--- src/rtl/mpx_arb_n_1.sv ---
// N:1 arbitrated multiplexer with a one-word registered output stage.
// MODE 0 is round-robin, MODE 1 is fixed priority (lowest index wins).
module mpx_arb_n_1 #(
  parameter int WIDTH    = 16,
  parameter int CHANNELS = 2,
  parameter int MODE     = 0,
  localparam int SELW    = $clog2(CHANNELS)
) (
  input  logic                      clk,
  input  logic                      rst_n,
  input  logic [CHANNELS*WIDTH-1:0] in_data,
  input  logic [CHANNELS-1:0]       in_valid,
  output logic [CHANNELS-1:0]       in_ready,
  output logic [WIDTH-1:0]          out_data,
  output logic                      out_valid,
  input  logic                      out_ready,
  output logic [SELW-1:0]           out_sel
);

  logic [SELW-1:0]     last;
  logic [CHANNELS-1:0] hi_mask;
  logic [CHANNELS-1:0] req_hi;
  logic [CHANNELS-1:0] req;
  logic [CHANNELS-1:0] pick;
  logic [CHANNELS-1:0] grant;
  logic [SELW-1:0]     gidx;
  logic [WIDTH-1:0]    gdata;
  logic                load;

  // Round-robin: prefer requesters above last, else wrap to the lowest.
  always_comb begin
    hi_mask = '0;
    for (int i = 0; i < CHANNELS; i++) begin
      hi_mask[i] = (MODE == 0) && (i > int'(last));
    end
    req_hi = in_valid & hi_mask;
    req    = (|req_hi) ? req_hi : in_valid;
    pick   = req & (~req + CHANNELS'(1));
    grant  = rst_n ? pick : '0;
    gidx   = '0;
    gdata  = '0;
    for (int i = 0; i < CHANNELS; i++) begin
      if (grant[i]) begin
        gidx  = SELW'(i);
        gdata = in_data[i*WIDTH +: WIDTH];
      end
    end
  end

  assign load     = !out_valid || out_ready;
  assign in_ready = load ? grant : '0;

  always_ff @(posedge clk or negedge rst_n) begin
    if (!rst_n) begin
      out_valid <= 1'b0;
      out_data  <= '0;
      out_sel   <= '0;
      last      <= SELW'(CHANNELS - 1);
    end else if (load) begin
      out_valid <= |grant;
      if (|grant) begin
        out_data <= gdata;
        out_sel  <= gidx;
        last     <= gidx;
      end
    end
  end

endmodule

--- config.mk ---
export PLATFORM = sky130hd
export DESIGN_NAME = mpx_arb_n_1
export DESIGN_NICKNAME = d
export VERILOG_FILES = /design/src/rtl/mpx_arb_n_1.sv
export SDC_FILE = /design/constraint.sdc
export NUM_CORES = 1
export LEC_CHECK = 0
export CORE_UTILIZATION = 36
export DETAILED_ROUTE_END_ITERATION = 8
export PLACE_DENSITY_LB_ADDON = 0.05
export SLEW_MARGIN = 40
export SYNTH_ARGS = -nofsm -noshare
export SYNTH_HDL_FRONTEND = slang
export SYNTH_SLANG_ARGS = --single-unit
--- constraint.sdc ---
create_clock -name clk -period 1.4 [get_ports clk]
set_input_delay 0.35 -clock clk [delete_from_list [all_inputs] [get_ports clk]]
set_output_delay 0.35 -clock clk [all_outputs]
set_load 0.05 [all_outputs]
==> results of run 1 <==
## repair_timing
item | CTS | global route
resized for setup | 12 | 0
pin swaps | 3 | 1
buffers inserted | 1 | 0
setup endpoints to repair | 18 | 2
## critical path, stage by stage, from the launching register on
cell and delay [ns]:
dfstp_2 0.60, nand2_2 0.08, nand3_4 0.09, nor2_4 0.04, buf_12 0.14
## worst paths after layout
kind,startpoint,end,cells after the start
worst min register to register,out_sel,out_sel,1
worst max-delay path,last,in_ready[1],4
worst max register to register,last,out_data[5],4
max in group asynchronous,rst_n,out_data[11],2
min in group clk,rst_n,last,3
worst min-delay path,rst_n,out_data[9],2
## per-layer routing
layer | part of all wire, % | routed length [um]
met5 | 0 | 0
met4 | 0.54 | 19
met3 | 6.4 | 223
met2 | 50 | 1750
met1 | 43 | 1490
## logic make-up after synthesis
kind of cell	count (synthesis)	share of synthesized area, %
AO/OA/AOI/OAI	52	36.1
buffers and inverters	20	10.5
flip-flops	19	41.3
AND/OR/NAND/NOR	23	12.1
## power by group
group	switching (mW)	internal, mW	leakage [nW]
Combinational	0.664	0.637	0.551
Clock	0.178	0.106	0.0177
Sequential	0.120	0.657	0.221
Total	0.961	1.40	0.789
## placed cells by master (no fill, tap or decap), types with 2 or more instances in the layout
master / n
clkdlybuf4s50_1: 32
buf_4: 17
a31oi_1: 6
nand4_1: 16
dlygate4sd2_1: 3
a31oi_2: 10
a21oi_1: 16
clkbuf_4: 3
o2111ai_1: 16
buf_6: 2
buf_12: 19
o2bb2ai_1: 2
dfrtp_1: 17
clkinv_2: 2
## cell usage after synthesis
cell       instances  area (um^2)
a21oi_1           16         80.1
a31oi_1            6         37.5
a31oi_2           10          125
and2_4             1         8.76
buf_12             1         20.0
buf_2              3         15.0
buf_4              1         7.51
buf_6              3         33.8
clkbuf_1          10         37.5
clkinv_1           1         3.75
dfrtp_1           18          450
dfstp_2            1         26.3
inv_1              1         3.75
nand2_1            1         3.75
nand2b_1           1         6.26
nand3_1            1         5.00
nand4_1           16          100
nor2_1             1         3.75
nor2b_1            1         6.26
o2111ai_1         17          149
o21a_1             1         7.51
o2bb2ai_1          2         17.5
or2_2              1         6.26
## state kept, by name, summed over array words and instances (netlist names)
name / cells
last: 1
out_data: 16
out_sel: 1
out_valid: 1
## layout make-up
class / instances / area, um^2
flip-flops and latches: 19 / 478
repair buffers: 75 / 897
multi-input cells: 75 / 612
well taps: 44 / 55.1
inverters: 2 / 11.3
fillers: 258 / 972
clock buffers: 3 / 22.5
clock inverters: 1 / 5.00
## stage by stage
| stage | setup TNS, ns | util (%) | setup slack [ns] |
|---|---|---|---|
| after global placement | -6.69 | 65.9 | -0.382 |
| after CTS | -0.447 | 68.2 | -0.230 |
| final | -0.403 | 68.2 | -0.203 |
| after global routing | -0.520 | 68.2 | -0.263 |
| after detailed placement | -6.95 | 65.9 | -0.395 |
| after floorplan | -0.000243 | - | -0.000243 |
==> impl_metrics.ini, run 1 <==
[clock_network]
path_clk_slew_ns = 0.12
cts_buffers = 3
cts_buffer_depth = 2
postCtsHoldBufs = 0
clock-root-buffer = clkbuf_4
cts_tree = done
htreeDepth = 1
cts.sinks = 19
clk-insertion-delay-late_ns = 0.30

[placement]
dp_cells = 214
place_congestion = 0.766
dpl_cell_area_um2 = 2010
dp_hpwl_um = 2520
place.port_buffers = 56

[synth]
syn_avg_cell_area_um2 = 10.1
yosys_warnings = 0
yosysUniqueCellTypes = 23
synthCells = 114
synth_seq_area_share_pct = 41.3
syn_nets = 151
yosys_register_bits = 19
syn-cell-area_um2 = 1150

[setup_path]
crit_required_ns = 1.05
worstPathArrival_ns = 1.25
ff2ff_setup_slack_ns = 0.10
critPathMaxFanout = 3
end_kind = output port
worstSetupPathType = flip-flop to output port
startpoint_type = flip-flop

[layout]
layout-drive-gt1-share_pct = 37.7
antenna_cells = 0
fin_nets = 213
fin_cells = 219
design_area_um2 = 2080
area_growth_pct = 80.2

[grt]
grt_pass1_wl_um = 5720
met3_usage_pct = 3.96
antenna_found_initial = 0
grt_use_total_pct = 21.8
grt.overflow.total = 0
grt_use_met1_pct = 28.9
grt.busiest_layer = met2
first_global_vias = 1226
use_met2_pct = 36.6
grt_max_degree = 29

[sta]
fin_crit_ns = 1.60
finClkSkew_ns = 0.00654
setup_violations = 2
fmax_ghz = 0.624
fin_crit_sh_pct = 115
worst_slew_pin_slew_ns = 0.290
maxSlewViolCount = 0
fin_hold_ws_ns = 0.138
hold_viol = 0
layout_setup_ws_ns = -0.203
rsz0062_at_grt = true
max_slew_margin_pct = 80.6

[floorplanning]
die_w_um = 58.6
fp.dieH_um = 58.6
die-area_um2 = 3440
coreArea_um2 = 3050
pin_count = 57
rows = 20
initial_core_util_pct = 37.8

[detailed_routing]
wl_per_cell_um = 15.9
drc = 0
ant_nets = 0
viasPerCell = 5.77
routed-via-count = 1264
drtIter0Drc = 38
firstDrtPassIters = 4
wl_um = 3490

[hold_path]
hp-class = input port to async pin

[job]
max-cap-violations = 0

[run_status]
status = finished with violations
violations = setup timing

[power_and_ir_drop]
leakage_nw = 0.789
irDropWorstVdd_v = 0.000519
p_total_mw = 2.36
powerDensity_nw_per_um2 = 1140
Power figures use the tool's default switching activity.
==> run 2: changes to the inputs <==
--- a/config.mk
+++ b/config.mk
@@ -5,10 +5,9 @@
 export SDC_FILE = /design/constraint.sdc
 export NUM_CORES = 1
 export LEC_CHECK = 0
-export CORE_UTILIZATION = 36
+export CORE_UTILIZATION = 40
 export DETAILED_ROUTE_END_ITERATION = 8
 export PLACE_DENSITY_LB_ADDON = 0.05
-export SLEW_MARGIN = 40
 export SYNTH_ARGS = -nofsm -noshare
 export SYNTH_HDL_FRONTEND = slang
 export SYNTH_SLANG_ARGS = --single-unit
==> constraint.sdc (replaced) <==
create_clock -name clk -period 1.5 [get_ports clk]
set_input_delay 0.375 -clock clk [delete_from_list [all_inputs] [get_ports clk]]
set_output_delay 0.375 -clock clk [all_outputs]
set_load 0.05 [all_outputs]
==> impl_metrics.ini, run 2 (synthesis results as in run 1) <==
[run_status]
status = finished with violations
violations = setup timing

[sta]
worst_slew_pin_slew_ns = 0.340
max_slew_margin_pct = 77.3
fmax_ghz = 0.601
setup_violations = 2
fin_crit_ns = 1.66
hold_viol = 0
finClkSkew_ns = 0.0133
rsz0062_at_grt = true
layout_setup_ws_ns = -0.165
maxSlewViolCount = 0
fin_crit_sh_pct = 111

[grt]
grt_pass1_wl_um = 5990
grt.busiest_layer = met2
met3_usage_pct = 3.49
antenna_found_initial = 0
grt.overflow.total = 0
use_met2_pct = 40.3
grt_use_total_pct = 24.6
first_global_vias = 1203
grt_use_met1_pct = 34.0
grt_max_degree = 33

[setup_path]
cp_slowest_cell = dfstp_2
path_cells = o2111ai_4, inv_4, buf_8
critPathTopFamily = flip-flops
worstPathArrival_ns = 1.29
startpoint_type = flip-flop
end_kind = output port
critPathMaxFanout = 3
critPathMaxStageDelay_ns = 0.62
crit_required_ns = 1.12
worstSetupPathType = flip-flop to output port
worst-path-buf-inv = 2

[placement]
place_congestion = 0.731
pre_cts_slack_ns = -0.357
dp_hpwl_um = 2480
place.port_buffers = 56

[floorplanning]
coreArea_um2 = 2730
initial_core_util_pct = 42.2
rows = 19
die_w_um = 55.7
pin_count = 57
die-area_um2 = 3110
fp.dieH_um = 55.7

[detailed_routing]
drtIter0Drc = 56
wl_um = 3600
viasPerCell = 6.17
ant_nets = 0
firstDrtPassIters = 4
drc = 0
routed-via-count = 1272
wl_per_cell_um = 17.5

[layout]
layout-drive-gt1-share_pct = 36.6
area_growth_pct = 77.8
fin_nets = 213
antenna_cells = 0
largest_register = out_data
layout_common_cells = 32 x clkdlybuf4s50_1, 19 x buf_4, 19 x buf_12
fill_cells = 219
largest_reg_flops = 16
final_common_cell = clkdlybuf4s50_1
final_core_util_pct = 75.1

[power_and_ir_drop]
powerDensity_nw_per_um2 = 1080
leakage_nw = 0.782
irDropWorstVdd_v = 0.000740

[clock_network]
cts.sinks = 19
clk-insertion-delay-late_ns = 0.30
cts_buffers = 3
cts_tree = done
postCtsHoldBufs = 0
clock-root-buffer = clkbuf_4
htreeDepth = 1
cts_buffer_depth = 2
path_clk_slew_ns = 0.12

[hold_path]
hp-class = input port to async pin

[job]
max-cap-violations = 0
[run 2: metal layers]
| metal | vias up | wire [um] |
|---|---|---|
| met2 | 54 | 1840 |
| met3 | 2 | 236 |
| met4 | 0 | 16 |
| met5 | - | 0 |
| li1 | 589 | - |
| met1 | 627 | 1510 |
[run 2: worst paths after layout]
check	from	end	slack, ns	depth (start not counted)
worst max-delay path	last	in_ready[0]	-0.16	3
worst min-delay path	rst_n	out_data[15]	0.12	2
min in group clk	rst_n	last	0.50	4
max in group asynchronous	rst_n	last	0.83	3
worst max register to register	out_valid	out_data[4]	0.13	4
worst min register to register	out_sel	out_sel	0.58	1
[run 2: timing repair]
action,in CTS,in global routing
gates resized for setup,9,1
endpoints found under the setup margin,18,2
buffers inserted,2,1
pin swaps,2,0
[run 2: where the power goes]
part | switching (mW) | internal (mW) | total [mW]
sequential | 0.119 | 0.613 | 0.733
combinational | 0.623 | 0.590 | 1.21
clock | 0.166 | 0.103 | 0.270
[run 2: area by class of cell]
class	count	area, um^2	area share (%)
tap	31	38.8	1.89
multi-input combinational	75	609	29.7
clock buffer	4	26.3	1.28
timing repair buffer	75	890	43.3
sequential	19	478	23.3
inverter	2	11.3	0.548
[run 2: per-stage QoR]
step / hold slack (ns) / instance area, um^2 / power (mW) / TNS (ns) / instances
after detailed placement: 0.416 / 1970 / 1.92 / -6.75 / 199
final: 0.117 / 2050 / 2.22 / -0.328 / 206
after floorplan: 0.0794 / 1180 / 1.29 / -0.00268 / 114
after global routing: 0.124 / 2050 / 2.30 / -0.397 / 206
after global placement: 0.414 / 1970 / 1.90 / -6.23 / 199
after CTS: 0.119 / 2040 / 2.21 / -0.282 / 205
==> RTL change 1: new RTL, flow settings as in run 1 <==
`CHANNELS`: 2 -> 4.
--- a/src/rtl/mpx_arb_n_1.sv
+++ b/src/rtl/mpx_arb_n_1.sv
@@ -2,7 +2,7 @@
 // MODE 0 is round-robin, MODE 1 is fixed priority (lowest index wins).
 module mpx_arb_n_1 #(
   parameter int WIDTH    = 16,
-  parameter int CHANNELS = 2,
+  parameter int CHANNELS = 4,
   parameter int MODE     = 0,
   localparam int SELW    = $clog2(CHANNELS)
 ) (
Ports: changed (resized in_data, in_ready, in_valid and out_sel); port bits go from 57 to 94. No check against the original RTL was run, so the function may have changed too.
==> RTL change 1 against run 1 <==
  * The flow still finishes with violations (setup timing)
  * Clock power increased by 46%
  * Clock skew decreased by 3.2 ps
  * Count of clock-buffer cells in the layout unchanged
  * First-iteration DRC count increased to 6.4 times the old value
  * Register-to-register slack got worse by 840 ps
  * Total power increased by 90%
  * Critical endpoint is now in_ready[3]
  * Final area increased by 62%
  * Fmax decreased by 25%
  * Routed wire length increased by 110%
  * Sequential cell count increased by 2
  * Area after synthesis increased by 28%
  * Via count increased by 66%
  * Worst setup slack got worse by 550 ps
==> RTL change 1: results (changes against run 1) <==
Parameter                              Value

Setup path
  Worst Reg-to-Reg Cells    8 (+4)
  Arr. time, crit path    1800 ps (+550 ps)
  Worst reg2reg path startpoint    last[0]$_DFFE_PN1P_
  Slack of the worst reg-to-reg path    -740 ps (-840 ps)
  Highest net fanout along the worst path    6 (+3)

Finish
  Share of layout cells above drive strength 1    0.448 (+0.0707)
  Non-Filler Instances    345 (+58%)

Clocking
  Buffer cell driving the clock tree root    sky130_fd_sc_hd__clkbuf_8
  Clock latency on the worst-skew pair    260 ps (-40 ps)

Logic synthesis
  Distinct cell type count of the synthesized netlist    38 (+65%)
  Number of standard cells after synthesis    159 (+39%)
  Fraction of the yosys area taken by sequential cells    0.356 (-0.0567)
  Commonest cells in the netlist    sky130_fd_sc_hd__nand2_1 (30), sky130_fd_sc_hd__dfrtp_1 (19), sky130_fd_sc_hd__a221oi_1 (14), sky130_fd_sc_hd__o31ai_1 (14), sky130_fd_sc_hd__a221o_2 (12)
  Post-synthesis net count    230 (+52%)
  Ranking of synthesized cells by area    sky130_fd_sc_hd__dfrtp_1 (32%), sky130_fd_sc_hd__a221o_2 (9.1%), sky130_fd_sc_hd__a221oi_1 (8.3%)

Placed design
  Port buffer count    93 (+66%)
  Setup WS pre-CTS    -882 ps (-487 ps)
  Final HPWL DP    4630 um (+84%)
  Placed Instances    324 (+51%)
  Final Wtd Congestion    0.817 (+6.7%)

Outcome
  Failing checks    setup timing
  Status    finished, violations left

Detailed routing
  First-iteration detailed-routing DRC count    243 (+540%)
  DR vias    2092 (+66%)
  Total Wirelength    7330 um (+110%)
  Initial DRT Pass Iterations    5 (+1)

Global route
  Largest net degree at the start of global routing    23 (-21%)
  Total routing usage reported by global routing    0.308 (+0.0896)
  Via count of the first global-routing pass    2022 (+65%)
  First-pass GRT wire length    9940 um (+74%)

Pwr
  Maximum vdd drop    1.02 mV (+97%)

Timing
  Clock skew    3.34 ps (-3.20 ps)
  Post-route setup slack    -750 ps (-547 ps)
  Final setup viols    24 (+22)
  Final setup TNS    -16080 ps (-15670 ps)
  Actual transition at the worst max-transition pin    399 ps (+108 ps)
[RTL change 1: cell types whose count changed in the layout (fill, tap and decap cells not counted), moves of 13 or more]
cell / before / now
sky130_fd_sc_hd__buf_4: 17 / 41
sky130_fd_sc_hd__o2111ai_1: 16 / 0
sky130_fd_sc_hd__o31ai_1: 0 / 14
sky130_fd_sc_hd__nand2_1: 0 / 28
sky130_fd_sc_hd__clkdlybuf4s50_1: 32 / 64
sky130_fd_sc_hd__nand4_1: 16 / 0
sky130_fd_sc_hd__a21oi_1: 16 / 3
[RTL change 1: power by group]
part	switching, mW	internal, mW
Combinational	1.45	1.60
Clock	0.217	0.198
Sequential	0.224	0.800
Total	1.89	2.60
[RTL change 1: worst max-delay path by stage]
| stage | from | to | slack (ps) | cells past startpoint |
|---|---|---|---|---|
| after detailed placement | in_valid[3] | out_data[4]$_DFFE_PN0P_ | -880 | 9 |
| after floorplan | out_valid$_DFFE_PN0N_ | in_ready[3] | -620 | 5 |
| after CTS | last[0]$_DFFE_PN1P_ | in_ready[2] | -680 | 5 |
| final | last[1]$_DFFE_PN1P_ | in_ready[3] | -750 | 5 |
| after global routing | last[0]$_DFFE_PN1P_ | out_data[4]$_DFFE_PN0P_ | -800 | 8 |
| after global placement | out_ready | in_ready[3] | -840 | 5 |
[RTL change 1: worst max-delay path: cells and delay by family, from the launching register on]
family          cells  cell delay, ps
simple gates        2             480
compound gates      1             110
flops               1             600
buf+inv             2             350
[RTL change 1: through the flow]
| stage | hold slack [ps] | cell area [sq um] | power [mW] |
|---|---|---|---|
| 2_1_floorplan | 54.4 | 1600 | 2.31 |
| 3_3_place_gp | 526 | 3080 | 3.67 |
| 3_5_place_dp | 533 | 3080 | 3.74 |
| 4_1_cts | 103 | 3240 | 4.27 |
| 5_1_grt | 120 | 3360 | 4.63 |
| 6_report | 113 | 3360 | 4.49 |
[RTL change 1: what timing repair did]
action | in CTS | in global routing
pin swaps | 15 | 4
setup endpoints to repair | 24 | 24
buffers inserted | 12 | 3
resized for setup | 16 | 13
gates cloned | 0 | 2
[RTL change 1: kinds of logic after synthesis]
kind of cell / Yosys count / share of synthesized area
compound gates: 68 / 0.399
simple gates: 51 / 0.176
flops: 21 / 0.356
buf+inv: 19 / 0.0692
[RTL change 1: cell type report]
class	instances	area, sq um
repair buffers	147	1670
multi-input cells	119	1030
inverters	6	22.5
fillers	169	438
clock buffers	3	41.3
well taps	48	60.1
clock inverters	1	5.00
flip-flops and latches	21	529
[RTL change 1: metal layers]
metal,track usage,part of all wire
met5,0,0
met4,0.122,0.030
met3,0.0500,0.089
met2,0.566,0.51
met1,0.349,0.37
==> RTL change 2: new RTL, flow settings as in run 1 <==
Made on the original files. Make the reset (`rst_n`) synchronous in one clocked block.
--- a/src/rtl/mpx_arb_n_1.sv
+++ b/src/rtl/mpx_arb_n_1.sv
@@ -50,7 +50,7 @@
   assign load     = !out_valid || out_ready;
   assign in_ready = load ? grant : '0;
 
-  always_ff @(posedge clk or negedge rst_n) begin
+  always_ff @(posedge clk) begin
     if (!rst_n) begin
       out_valid <= 1'b0;
       out_data  <= '0;
Check against the original RTL: differs if rst_n is asserted again (counterexample within 4 cycles, from zero or initial values and one cycle with rst_n low); with rst_n held inactive, the same outputs for 10 cycles.
==> RTL change 2 against run 1 <==
  * The flow still finishes with violations (setup timing)
  * Area after synthesis down 17%
  * Clock skew down 5.1 ps
  * Worst setup slack better by 90 ps
  * First-iteration DRC count down 79%
  * Sequential share of layout area down 1.9 points
  * Sequential cell count unchanged
  * Die area down 17%
  * Final area down 12%
  * Routed wire length down 20%
  * Critical path depth down 1
  * Global-route usage about the same
  * Final cell count down 16%
  * Critical path type unchanged
  * Critical endpoint is now in_ready[0]
  * Largest cell class unchanged
Power is not compared: it rests on default switching activity, and its combinational part moved more than twofold at a synthesized area within 25%.
==> RTL change 2: results (changes against run 1) <==
Parameter                              Value

Hold path
  Worst Min Path Start    rst_n
  WHS Path Cells    2
  Class of the tightest hold or removal check    primary input to register

Logic synthesis
  Commonest cells in the netlist    sky130_fd_sc_hd__dfxtp_1 (19), sky130_fd_sc_hd__a32oi_1 (16), sky130_fd_sc_hd__o211ai_1 (16)
  Number of standard cells after synthesis    91 (-20%)
  Asr flop ratio synth    0 (-1.00)
  Post-synthesis net count    128 (-15%)
  Ranking of synthesized cells by area    sky130_fd_sc_hd__dfxtp_1 (40%), sky130_fd_sc_hd__a32oi_1 (15%), sky130_fd_sc_hd__o211ai_1 (13%)
  Primary flip-flop cell chosen by synthesis mapping    sky130_fd_sc_hd__dfxtp_1
  Distinct cell type count of the synthesized netlist    20 (-13%)
  Synth warnings    0 (unchanged)
  Fraction of the yosys area taken by sequential cells    0.398 (-0.0149)

Global route
  First-pass GRT wire length    4440 um (-22%)
  Via count of the first global-routing pass    956 (-22%)
  Number of antenna violations at the first check in global routing    0 (unchanged)
  Total routing usage reported by global routing    0.218 (+0.000457)
  Largest net degree at the start of global routing    21 (-28%)

Detailed routing
  First-iteration detailed-routing DRC count    8 (-79%)
  DR vias    1001 (-21%)
  DR vias/cell    5.44 (-5.7%)
  Wirelength per Cell    15.2 um (-4.4%)

Placed design
  Final Wtd Congestion    0.731 (-4.6%)
  Setup WS pre-CTS    -428 ps (-32.5 ps)
  Post-detailed-placement cell area    1750 sq um (-13%)
  Port buffer count    56 (unchanged)
  Final HPWL DP    2070 um (-18%)
  Placed Instances    176 (-18%)

Setup path
  Worst Setup SP    last$_SDFFE_PN1P_
  Worst Reg-to-Reg Cells    6 (+2)
  Critical R2R Capture    out_data[15]$_SDFFE_PN0P_
  Slack of the worst reg-to-reg path    60 ps (-40 ps)
  Worst reg2reg path startpoint    last$_SDFFE_PN1P_
  Highest net fanout along the worst path    3 (unchanged)
  Arr. time, crit path    1160 ps (-90 ps)
  Capture point of the critical path    in_ready[0]

Outcome
  Status    finished, violations left
  Failing checks    setup timing

Pwr
  Total power divided by cell area    825 nW/um^2
  Maximum vdd drop    0.823 mV
  Power drawn by the clock network    292 uW
  Combinational share of power    0.394
  Leakage dissipation    0.685 nW

Timing
  Final setup TNS    -217 ps (+185 ps)
  Tightest hold margin    505 ps (+367 ps)
  Post-route setup slack    -114 ps (+89.7 ps)
  Clock skew    1.43 ps (-5.11 ps)
  Actual transition at the worst max-transition pin    269 ps (-21.4 ps)
  Final setup viols    2 (unchanged)

Finish
  Sequential cell area in the final layout    385 sq um (-19%)
  Share of layout cells above drive strength 1    0.377 (-0.000519)
  Final-stage net count    192 (-9.9%)
  Flip-flop count of the largest register after layout    16 (unchanged)
  Largest register by flop count    out_data
  Filler cells    186 (-28%)

Clocking
  Max clock buf depth    2 (unchanged)
  Buffer cell driving the clock tree root    sky130_fd_sc_hd__clkbuf_4
  Clock edge transition at the registers on the reported setup and hold paths    110 ps
  Clock latency on the worst-skew pair    310 ps
  Number of H-tree levels    1 (unchanged)
  TritonCTS buffer count    3 (unchanged)
RTL change 2: cell types whose count changed in the layout (fill, tap and decap cells not counted), moves of 3 or more:
cell                               run 1  this run
sky130_fd_sc_hd__o2111ai_1            16         0
sky130_fd_sc_hd__nand4_1              16         0
sky130_fd_sc_hd__dfxtp_1               0        17
sky130_fd_sc_hd__dfrtp_1              17         0
sky130_fd_sc_hd__a21oi_1              16         0
sky130_fd_sc_hd__a31oi_2              10         0
sky130_fd_sc_hd__o211ai_1              0        16
sky130_fd_sc_hd__buf_4                17        14
sky130_fd_sc_hd__a31oi_1               6         0
sky130_fd_sc_hd__a32oi_1               0        15
sky130_fd_sc_hd__o21ai_2               0         9
sky130_fd_sc_hd__o21ai_1               0         8
RTL change 2: layer usage:
metal  vias to the layer above  share of wire  track usage
met5                         -              0            0
met1                       464           0.43        0.241
met4                         0         0.0086       0.0526
met2                        35           0.52        0.415
met3                         2          0.046       0.0508
li1                        500              -            -
RTL change 2: worst max-delay path, stage by stage (launching register included):
cell	delay, ps
sky130_fd_sc_hd__dfxtp_4	380
sky130_fd_sc_hd__nand2b_4	130
sky130_fd_sc_hd__and4_4	210
sky130_fd_sc_hd__buf_12	130
RTL change 2: cells by family (layout without fill, tap and decap cells):
group           Yosys count  after routing  synth area share
flops                    19             19             0.398
buf+inv                  11             74            0.0929
compound gates           53             53             0.441
simple gates              8              8            0.0681
RTL change 2: what timing repair did:
action	in CTS	in global routing
hold endpoints to repair	0	0
setup buffers	3	1
hold buffers	0	0
gates resized for setup	12	2
setup endpoints to repair	11	2
pin swaps	1	1
RTL change 2: layout make-up:
cell class,instances,share of cell area
clock buffers,4,0.0143
flip-flops and latches,19,0.210
repair buffers,70,0.473
well taps,30,0.0205
multi-input cells,61,0.282
